==> config.mk <==
export PLATFORM = sky130hd
export DESIGN_NAME = uart_tx_arbiter_flat
export DESIGN_NICKNAME = d
export VERILOG_FILES = /design/src/rtl/uart_tx_arbiter_pkg.sv /design/src/rtl/uart_tx_arbiter_if.sv /design/src/rtl/uart_rr_pick.sv /design/src/rtl/uart_tx_arbiter.sv /design/src/flat_wrapper.sv
export SDC_FILE = /design/constraint.sdc
export NUM_CORES = 1
export LEC_CHECK = 0
export BUFFER_PORTS_ARGS = -buffer_cell sky130_fd_sc_hd__buf_2
export CAP_MARGIN = 10
export CORE_ASPECT_RATIO = 1.2
export CORE_UTILIZATION = 45
export DETAILED_ROUTE_END_ITERATION = 8
export PLACE_DENSITY = 0.69
export SLEW_MARGIN = 20
export SYNTH_ARGS = -nofsm -noshare
export SYNTH_HDL_FRONTEND = slang
export SYNTH_SLANG_ARGS = --single-unit
==> constraint.sdc <==
create_clock -name sys_clk -period 4 [get_ports sys_clk]
set_clock_uncertainty 0.1 [all_clocks]
set_input_delay 0.2 -clock sys_clk [delete_from_list [all_inputs] [get_ports sys_clk]]
set_output_delay 0.2 -clock sys_clk [all_outputs]
set_load 0.01 [all_outputs]
==> src/rtl/uart_tx_arbiter_pkg.sv <==
// Shared types for the UART transmit arbiter and its round-robin picker.
package uart_pkg;
   typedef logic [7:0] uart_byte_t;

   typedef enum logic [1:0] {
      IDLE      = 2'd0,
      WAIT_DONE = 2'd1,
      HOLD      = 2'd2
   } arb_state_t;

   localparam int UART_LOCK_TIMEOUT_W = 16;

   function automatic int id_width(input int n);
      return (n > 1) ? $clog2(n) : 1;
   endfunction
endpackage

==> src/rtl/uart_tx_arbiter_if.sv <==
// Requester-side and transceiver-side signals of the UART transmit arbiter.
interface uart_tx_arbiter_if #(
   parameter int N_REQ = 4
);
   import uart_pkg::*;
   localparam int IDW = id_width(N_REQ);

   logic [N_REQ-1:0]   req_valid;
   logic [8*N_REQ-1:0] req_data;
   logic [N_REQ-1:0]   req_last;
   logic [N_REQ-1:0]   req_ready;
   uart_byte_t         tx_data;
   logic               tx_wr;
   logic               tx_done;
   logic [IDW-1:0]     grant_id;
   logic               busy;
   logic               lock_revoked;

   modport master (
      output req_valid, req_data, req_last, tx_done,
      input  req_ready, tx_data, tx_wr, grant_id, busy, lock_revoked
   );

   modport slave (
      input  req_valid, req_data, req_last, tx_done,
      output req_ready, tx_data, tx_wr, grant_id, busy, lock_revoked
   );
endinterface

==> src/rtl/uart_rr_pick.sv <==
// Combinational round-robin picker: first request after rr_ptr_i, wrapping modulo N_REQ.
module uart_rr_pick
   import uart_pkg::*;
#(
   parameter  int N_REQ = 4,
   localparam int IDW   = id_width(N_REQ)
) (
   input  logic [N_REQ-1:0] req_i,
   input  logic [IDW-1:0]   rr_ptr_i,
   output logic [N_REQ-1:0] grant_o,
   output logic [IDW-1:0]   idx_o,
   output logic             any_req_o
);
   logic [IDW:0]   sum;
   logic [IDW-1:0] cand;

   // Walk from farthest to nearest so the nearest requester overwrites earlier hits.
   always_comb begin
      grant_o   = '0;
      idx_o     = '0;
      any_req_o = 1'b0;
      sum       = '0;
      cand      = '0;
      for (int k = N_REQ; k >= 1; k--) begin
         sum = {1'b0, rr_ptr_i} + (IDW+1)'(k);
         if (sum >= (IDW+1)'(N_REQ)) begin
            sum = sum - (IDW+1)'(N_REQ);
         end
         cand = sum[IDW-1:0];
         if (req_i[cand]) begin
            grant_o       = '0;
            grant_o[cand] = 1'b1;
            idx_o         = cand;
            any_req_o     = 1'b1;
         end
      end
   end
endmodule

==> src/rtl/uart_tx_arbiter.sv <==
// Shares one UART transmit path between N_REQ byte sources with round-robin
// grant, packet locking and lock timeout.
module uart_tx_arbiter
   import uart_pkg::*;
#(
   parameter int N_REQ        = 4,
   parameter int LOCK_TIMEOUT = 65535
) (
   input logic              sys_clk,
   input logic              sys_rst,
   uart_tx_arbiter_if.slave bus
);
   localparam int IDW = id_width(N_REQ);
   localparam bit TIMEOUT_EN = (LOCK_TIMEOUT != 0);
   localparam logic [UART_LOCK_TIMEOUT_W-1:0] TO_LAST =
      (LOCK_TIMEOUT > 0) ? UART_LOCK_TIMEOUT_W'(LOCK_TIMEOUT - 1) : '0;

   generate
      if (N_REQ < 2 || N_REQ > 16) begin : g_bad_n_req
         $error("uart_tx_arbiter: N_REQ must be in 2..16");
      end
      if (LOCK_TIMEOUT < 0 || LOCK_TIMEOUT > 65535) begin : g_bad_timeout
         $error("uart_tx_arbiter: LOCK_TIMEOUT must be in 0..65535");
      end
   endgenerate

   arb_state_t                     state_q, state_d;
   logic [IDW-1:0]                 grant_q, grant_d;
   logic [IDW-1:0]                 rr_q, rr_d;
   logic                           locked_q, locked_d;
   logic [UART_LOCK_TIMEOUT_W-1:0] cnt_q, cnt_d;
   uart_byte_t                     tx_data_q, tx_data_d;
   logic                           tx_wr_q, tx_wr_d;
   logic                           revoked_q, revoked_d;

   logic [N_REQ-1:0] pick_grant;
   logic [IDW-1:0]   pick_idx;
   logic             pick_any;
   logic [N_REQ-1:0] ready;
   logic [IDW-1:0]   acc_idx;
   logic             accept;

   uart_rr_pick #(.N_REQ(N_REQ)) u_pick (
      .req_i     (bus.req_valid),
      .rr_ptr_i  (rr_q),
      .grant_o   (pick_grant),
      .idx_o     (pick_idx),
      .any_req_o (pick_any)
   );

   always_ff @(posedge sys_clk or posedge sys_rst) begin
      if (sys_rst) begin
         state_q   <= IDLE;
         grant_q   <= '0;
         rr_q      <= IDW'(N_REQ - 1);
         locked_q  <= 1'b0;
         cnt_q     <= '0;
         tx_data_q <= '0;
         tx_wr_q   <= 1'b0;
         revoked_q <= 1'b0;
      end else begin
         state_q   <= state_d;
         grant_q   <= grant_d;
         rr_q      <= rr_d;
         locked_q  <= locked_d;
         cnt_q     <= cnt_d;
         tx_data_q <= tx_data_d;
         tx_wr_q   <= tx_wr_d;
         revoked_q <= revoked_d;
      end
   end

   always_comb begin
      state_d   = state_q;
      grant_d   = grant_q;
      rr_d      = rr_q;
      locked_d  = locked_q;
      cnt_d     = cnt_q;
      tx_data_d = tx_data_q;
      tx_wr_d   = 1'b0;
      revoked_d = 1'b0;
      acc_idx   = (state_q == HOLD) ? grant_q : pick_idx;
      accept    = |ready;
      if (accept) begin
         tx_data_d = bus.req_data[{acc_idx, 3'b000} +: 8];
         tx_wr_d   = 1'b1;
         grant_d   = acc_idx;
         locked_d  = ~bus.req_last[acc_idx];
         cnt_d     = '0;
         state_d   = WAIT_DONE;
      end else begin
         case (state_q)
            WAIT_DONE: begin
               if (bus.tx_done) begin
                  if (locked_q) begin
                     state_d = HOLD;
                  end else begin
                     rr_d    = grant_q;
                     state_d = IDLE;
                  end
               end
            end
            HOLD: begin
               if (TIMEOUT_EN && cnt_q == TO_LAST) begin
                  revoked_d = 1'b1;
                  rr_d      = grant_q;
                  cnt_d     = '0;
                  state_d   = IDLE;
               end else begin
                  cnt_d = cnt_q + 1'b1;
               end
            end
            default: ;
         endcase
      end
   end

   // Ready is combinational on req_valid; the lock owner alone may be served in HOLD.
   always_comb begin
      ready = '0;
      if (!sys_rst) begin
         case (state_q)
            IDLE:    ready = pick_any ? pick_grant : '0;
            HOLD:    ready[grant_q] = bus.req_valid[grant_q];
            default: ready = '0;
         endcase
      end
   end

   assign bus.req_ready    = ready;
   assign bus.tx_data      = tx_data_q;
   assign bus.tx_wr        = tx_wr_q;
   assign bus.grant_id     = grant_q;
   assign bus.busy         = (state_q != IDLE);
   assign bus.lock_revoked = revoked_q;

   a_no_spurious_done: assert property (@(posedge sys_clk) disable iff (sys_rst)
      bus.tx_done |-> (state_q == WAIT_DONE))
      else $warning("uart_tx_arbiter: tx_done outside WAIT_DONE ignored");
endmodule

==> src/flat_wrapper.sv <==
// flat-port wrapper written by rule: the top's interface ports become plain ports
module uart_tx_arbiter_flat import uart_pkg::*;
#(
   parameter int N_REQ        = 4,
   parameter int LOCK_TIMEOUT = 65535
)
  (sys_clk, sys_rst, bus_req_valid, bus_req_data, bus_req_last, bus_tx_done, bus_req_ready, bus_tx_data, bus_tx_wr, bus_grant_id, bus_busy, bus_lock_revoked);
  uart_tx_arbiter_if #(.N_REQ(N_REQ)) bus_i ();
  input logic sys_clk;
  input logic sys_rst;
  input wire logic [$bits(bus_i.req_valid)-1:0] bus_req_valid;
  input wire logic [$bits(bus_i.req_data)-1:0] bus_req_data;
  input wire logic [$bits(bus_i.req_last)-1:0] bus_req_last;
  input wire logic [$bits(bus_i.tx_done)-1:0] bus_tx_done;
  output wire logic [$bits(bus_i.req_ready)-1:0] bus_req_ready;
  output wire logic [$bits(bus_i.tx_data)-1:0] bus_tx_data;
  output wire logic [$bits(bus_i.tx_wr)-1:0] bus_tx_wr;
  output wire logic [$bits(bus_i.grant_id)-1:0] bus_grant_id;
  output wire logic [$bits(bus_i.busy)-1:0] bus_busy;
  output wire logic [$bits(bus_i.lock_revoked)-1:0] bus_lock_revoked;
  assign bus_i.req_valid = bus_req_valid;
  assign bus_i.req_data = bus_req_data;
  assign bus_i.req_last = bus_req_last;
  assign bus_i.tx_done = bus_tx_done;
  assign bus_req_ready = bus_i.req_ready;
  assign bus_tx_data = bus_i.tx_data;
  assign bus_tx_wr = bus_i.tx_wr;
  assign bus_grant_id = bus_i.grant_id;
  assign bus_busy = bus_i.busy;
  assign bus_lock_revoked = bus_i.lock_revoked;
  uart_tx_arbiter #(.N_REQ(N_REQ), .LOCK_TIMEOUT(LOCK_TIMEOUT)) u_core (.sys_clk(sys_clk), .sys_rst(sys_rst), .bus(bus_i));
endmodule
* Yosys cells after proc, flatten, opt, wreduce, memory -nomap -nowiden *
Index checks and enable logic that the tools add are counted.
W data, S select, Z words.

word-level totals
  register bits = 33
  bits of input ports = 43
  output and inout port bits = 17
  logic and storage cells = 115

operators by class
  $add $sub $neg = 9
  $lt $le $gt $ge = 15
  equality and inequality tests = 8
  shift operators = 1
  muxes and demuxes = 58
  bitwise gates (word level) = 3
  reductions and logical operators = 13

operators with widths
  operator                 count
  $mux W16                 3
  $mux W2                  16
  $shiftx A32 B6 Y8        1
  $mux W4                  6
  $mux W1                  19
  $lt A2 B3 Y1 const B     6
  $add A16 B1 Y16 const B  1
  $eq A16 B16 Y1 const B   1
  $bmux W1 S2              6
  $ge A3 B3 Y1 const B     4
  $demux W1 S2             5
  $ge A2 B1 Y1 const B     5
  $pmux W2 S2              2
  $pmux W4 S2              1
  $sub A2 B1 Y2 const B    4
  $add A2 B2 Y3 const B    2
  $ne A2 B2 Y1 const B     3
  $ne A3 B2 Y1 const B     2
  $reduce_bool A2 Y1       3
  $logic_and A1 B1 Y1      5
  $reduce_and A5 Y1        1
  $and A4 B4 Y4            1
  $reduce_or A4 Y1         1
  $add A2 B1 Y3 const B    1
  7 further kinds          8

* Longest topological paths before layout *
  word-level depth = 17
  mapped depth = 13
  depth with buffers taken out = 9

* Cells and area by module *
From an unflattened synthesis, not the netlist that was laid out.

unflattened totals
  cells, all modules = 303
  area, all modules = 2571.2 µm²

modules (own cells, without submodules)
  module           times used  cells an instance  area each (µm²)  sequential area each (µm²)
  uart_tx_arbiter  1           233                2048.2           828.3
  uart_rr_pick     1           70                 523.0            0.0

* Worst setup path after synthesis *
Ideal clock, no wire load.

  path kind = flip-flop to flip-flop
  start point = register u_core.rr_q[0]
  end point = register u_core.tx_data_q[2] (netlist: u_core.bus.tx_data[2])
  library setup time = 0.125 ns
  arrival = 3.371 ns
  required time = 3.775 ns
  setup slack = 0.404 ns
  stages on the path, launching flop included = 12
  path buffers = 4
  period minus slack after synthesis = 3.596 ns
  path through = dfstp_2 buf_2 inv_1 ha_1 buf_6 mux4_2 a211oi_2 a31oi_1 or4_1 buf_2 buf_6 mux2_4

between the ends
  longest elaborated chain between the ends = 15
  elaborated cells between the ends (all ways) = 62
  those cells by class = 8 x add/sub; 12 x order compare; 1 x shift; 36 x mux; 5 x reduce/logical

RTL lines
  item                                                                       line                                    RTL
  start: declaration                                                         uart_tx_arbiter.sv:29                   logic [IDW-1:0] rr_q, rr_d;
  start signal: assignment                                                   uart_tx_arbiter.sv:55                   rr_q <= IDW'(N_REQ - 1);
  start signal: assignment                                                   uart_tx_arbiter.sv:64                   rr_q <= rr_d;
  $add A2 B3 Y3                                                              uart_rr_pick.sv:25                      sum = {1'b0, rr_ptr_i} + (IDW+1)'(k);
  $ge A3 B3 Y1 / $sub A2 B1 Y2 (equally long branches)                       uart_rr_pick.sv:26, uart_rr_pick.sv:27
  $mux W2                                                                    uart_rr_pick.sv:26                      if (sum >= (IDW+1)'(N_REQ)) begin
  $lt A2 B3 Y1 (implied by the code) / $ge A2 B1 Y1 (equally long branches)  uart_rr_pick.sv:32                      grant_o[cand] = 1'b1;
  $logic_and A1 B1 Y1 (implied by the code)                                  uart_rr_pick.sv:32
  $mux W1 (implied by the code)                                              uart_rr_pick.sv:32
  $demux W1 S2                                                               uart_rr_pick.sv:32
  $mux W4 (4 in series)                                                      uart_rr_pick.sv:30                      if (req_i[cand]) begin
  $mux W4 (*)                                                                uart_tx_arbiter.sv:123                  IDLE: ready = pick_any ? pick_grant : '0;
  $pmux W4 S2 (*)                                                            uart_tx_arbiter.sv:122                  case (state_q)
  $mux W4 (*)                                                                uart_tx_arbiter.sv:121                  if (!sys_rst) begin
  named net bus_req_ready[3]                                                 flat_wrapper.sv:15                      output wire logic [$bits(bus_i.req_ready)-1:0] bus_req_ready;
  $reduce_or A4 Y1 (*)                                                       uart_tx_arbiter.sv:83                   accept = |ready;
  end signal: assignment                                                     uart_tx_arbiter.sv:67                   tx_data_q <= tx_data_d;
  end: declaration                                                           uart_tx_arbiter.sv:32                   uart_byte_t tx_data_q, tx_data_d;

Mark *: on every way through the listed nets, which the timed path passes. The rest lies on a longest branch. The select of a mux whose other input is x is not followed.
A chain may end at the register's enable or synchronous reset.

* Worst setup path after layout *
  start point = register u_core.rr_q[1]
  end point = register u_core.tx_data_q[7] (netlist: u_core.bus.tx_data[7])

between the ends
  longest elaborated chain between the ends = 15
  elaborated cells between the ends (all ways) = 62
  those cells by class = 8 x add/sub; 12 x order compare; 1 x shift; 36 x mux; 5 x reduce/logical

RTL lines
  item                                                                       line
  $add A2 B3 Y3                                                              uart_rr_pick.sv:25
  $ge A3 B3 Y1 / $sub A2 B1 Y2 (equally long branches)                       uart_rr_pick.sv:26, uart_rr_pick.sv:27
  $mux W2                                                                    uart_rr_pick.sv:26
  $lt A2 B3 Y1 (implied by the code) / $ge A2 B1 Y1 (equally long branches)  uart_rr_pick.sv:32
  $logic_and A1 B1 Y1 (implied by the code)                                  uart_rr_pick.sv:32
  $mux W1 (implied by the code)                                              uart_rr_pick.sv:32
  $demux W1 S2                                                               uart_rr_pick.sv:32
  $mux W4 (4 in series)                                                      uart_rr_pick.sv:30
  $mux W4                                                                    uart_tx_arbiter.sv:123
  $pmux W4 S2                                                                uart_tx_arbiter.sv:122
  $mux W4                                                                    uart_tx_arbiter.sv:121
  $reduce_or A4 Y1                                                           uart_tx_arbiter.sv:83

Several ways; a longest one is shown, not always the timed one. The select of a mux whose other input is x is not followed.

==> impl_results.md <==
- CTS max path bufs: 2
- Synth area leaders: dfrtp_1 30%, mux2i_1 12%, ha_1 5.8%, nor2_1 4.2%, a21oi_1 4.1%
- Post-route minimum period: 3600 ps
- Ys flop type: dfrtp_1
- Yosys warnings: 0
- Max Freq: 278 MHz
- Final worst setup slack: 403 ps
- Synth Cell Area: between 2000 and 3000 µm²
- Drt first pass iters: 7
- Slew headroom: 0.548
- Async set-reset flop share out of synthesis: 1.00
- GP Congestion: between 0.9 and 1
- Pwr Density: 729 nW/µm²
- Pins Over Slew Limit: 0
- Placed Cells: 397
- Period utilisation layout: 0.899
- Setup Total Neg Slack: 0 ps
- TritonCTS clock tree: built
- Initial antenna violation count: 0
- Synth area leader: dfrtp_1
- Seq cells post-synth: 33
- Min Hold Slack: 177 ps
- Dpl hpwl: 4.26 mm
- Largest net degree at the start of global routing: 34
- Final wirelength: slightly below 6 mm
- DIE AREA: roughly 6000 µm²
- CTS Root Cell: clkbuf_8
- Die Wd: a little over 70 µm
- Routed length on met3: approximately 140 µm
- Max layer used: met4
- Maximum capacitance violations: 0
- H-Tree Depth: 2
- Core footprint: 5410 µm²
- Clock transition at path regs: 70 ps
- Clock sink count: 33
- Worst slew pin tran: between 600 and 700 ps
- Fin nets: 398
- Final ANT Viol Nets: 0
- Final setup fails: 0
- EDFF count, synth: 0
- Setup WS pre-CTS: 418 ps
- Sequential area share after synthesis: 0.322
- Port bufs: a little under 60
- First-pass GRT wire length: about 9.7 mm
- RSZ-0062 raised after global routing: false
- Final hold vios: 0
- Critical-path maximum fanout: 19
- Vias in the first global route: 2077
- DR DRC count: 0
- Synth Instances: 285
- Metal2 WL: 2.99 mm
- Wire length on met1: between 2 and 3 mm
- Status: finished clean
- Row cnt: 29
- Required @ worst endpoint: 4070 ps
- Crit path DAT: about 3700 ps
- DR vias/cell: between 5 and 6
- Yosys top cell area share: 0.301
- Setup crit end kind: flip-flop
- Area Overhead vs Synth: 17.4%
- Wire per inst: 14.3 µm
- Iteration-0 DRC count of the detailed router: 105
- Peak VDD IR: between 0.0004 and 0.0005 V
- Syn_area_per_cell: around 9 µm²
- TritonCTS Buffers: 5
- I/O pin cnt: 60
- Via count: 2292
- Worst-Skew Late Latency: 280 ps
- Die H: 84.8 µm
- Share of layout cells above drive strength 1: 0.288
- GRT Residual Overflow: 0
- Non-Filler Instances: 406
- Crit Path Category: flip-flop to flip-flop
- P_leak: 1.44 nW
- Post-synth net total: 340
- Synth unique cells: 44
- Setup crit start kind: flip-flop
- Final Cell Area: 3020 µm²
- Cell Area, Placed: 2930 µm²
- Hold Path Class: input pin to flip-flop
- Total track usage: 0.201
- Initial core utilization: 0.476
- Commonest cells post-synth: 31 x dfrtp_1, 31 x mux2i_1, 29 x nor2_1
- Ant diodes: 0
## path summary, 6_finish.rpt
kind / slack [ps] / startpoint / end / depth (start not counted)
max: 400 / u_core.rr_q[1] / u_core.bus.tx_data[7] / 8
min: 180 / bus_req_last[3] / u_core.locked_q / 4
max reg2reg: 400 / u_core.rr_q[1] / u_core.bus.tx_data[7] / 8
min reg2reg: 400 / u_core.cnt_q[15] / u_core.cnt_q[15] / 1
max in group asynchronous: 2990 / sys_rst / u_core.rr_q[1] / 4
min in group asynchronous: 470 / sys_rst / u_core.bus.grant_id[1] / 4
## logic make-up after synthesis
logic type               share of synthesized area
AND/OR/NAND/NOR                              0.200
flip-flops                                   0.322
adder cells (fa/ha/maj)                     0.0583
AO/OA/AOI/OAI                                0.147
multiplexers                                 0.214
buffers and inverters                       0.0588
## critical path, stage by stage (launching register included)
cell	delay (ps)
dfstp_2	680
inv_1	170
ha_1	350
mux4_2	620
a211oi_2	230
a31oi_1	110
or4_1	660
buf_4	270
mux2_4	310
## state kept, by name, indices dropped and copies added (netlist names)
signal / flops
u_core.bus.grant_id: 2
u_core.state_q: 2
u_core.rr_q: 2
u_core.locked_q: 1
u_core.bus.tx_data: 8
u_core.cnt_q: 16
u_core.bus.tx_wr: 1
u_core.bus.lock_revoked: 1
## area by class of cell
| type | instances | area [µm²] |
|---|---|---|
| fill | 491 | 2380 |
| timing repair buffer | 68 | 365 |
| inverter | 16 | 60.1 |
| clock inverter | 2 | 10.0 |
| clock buffer | 6 | 72.6 |
| multi-input combinational | 219 | 1610 |
| sequential | 33 | 828 |
| tap | 62 | 77.6 |
## report_power, final
part	switching [mW]	internal, mW	total [mW]
logic	0.744	0.692	1.44
registers	0.0831	0.442	0.525
clock network	0.120	0.120	0.241
## per-layer routing
metal | track usage | vias up
met3 | 0.0321 | 5
met5 | 0 | -
met4 | 0.0655 | 0
met1 | 0.266 | 1102
li1 | - | 1144
met2 | 0.337 | 41
## repair_timing
| item | CTS | global route |
|---|---|---|
| hold buffers | 1 | 0 |
| resized for setup | 0 | 0 |
| endpoints found under the hold margin | 31 | 0 |
| setup endpoints to repair | 0 | 0 |
| buffers inserted | 0 | 0 |
## layout by cell type (no fill, tap or decap), drive strengths merged, types with 6 or more instances in the layout
cell type,n
a211oi,6
a21oi,21
a31oi,6
buf,67
clkbuf,6
dfrtp,31
ha,12
inv,16
mux2,13
mux2i,31
nand2,17
nand3,6
nor2,29
nor3,8
o21ai,20
## stage by stage
stage,power [mW],util
4_1_cts,2.23,0.559
3_3_place_gp,1.96,0.542
2_1_floorplan,1.65,-
3_5_place_dp,1.98,0.542
5_1_grt,2.39,0.559
6_report,2.20,0.559
Note: power is estimated with default switching activity, not from simulation.
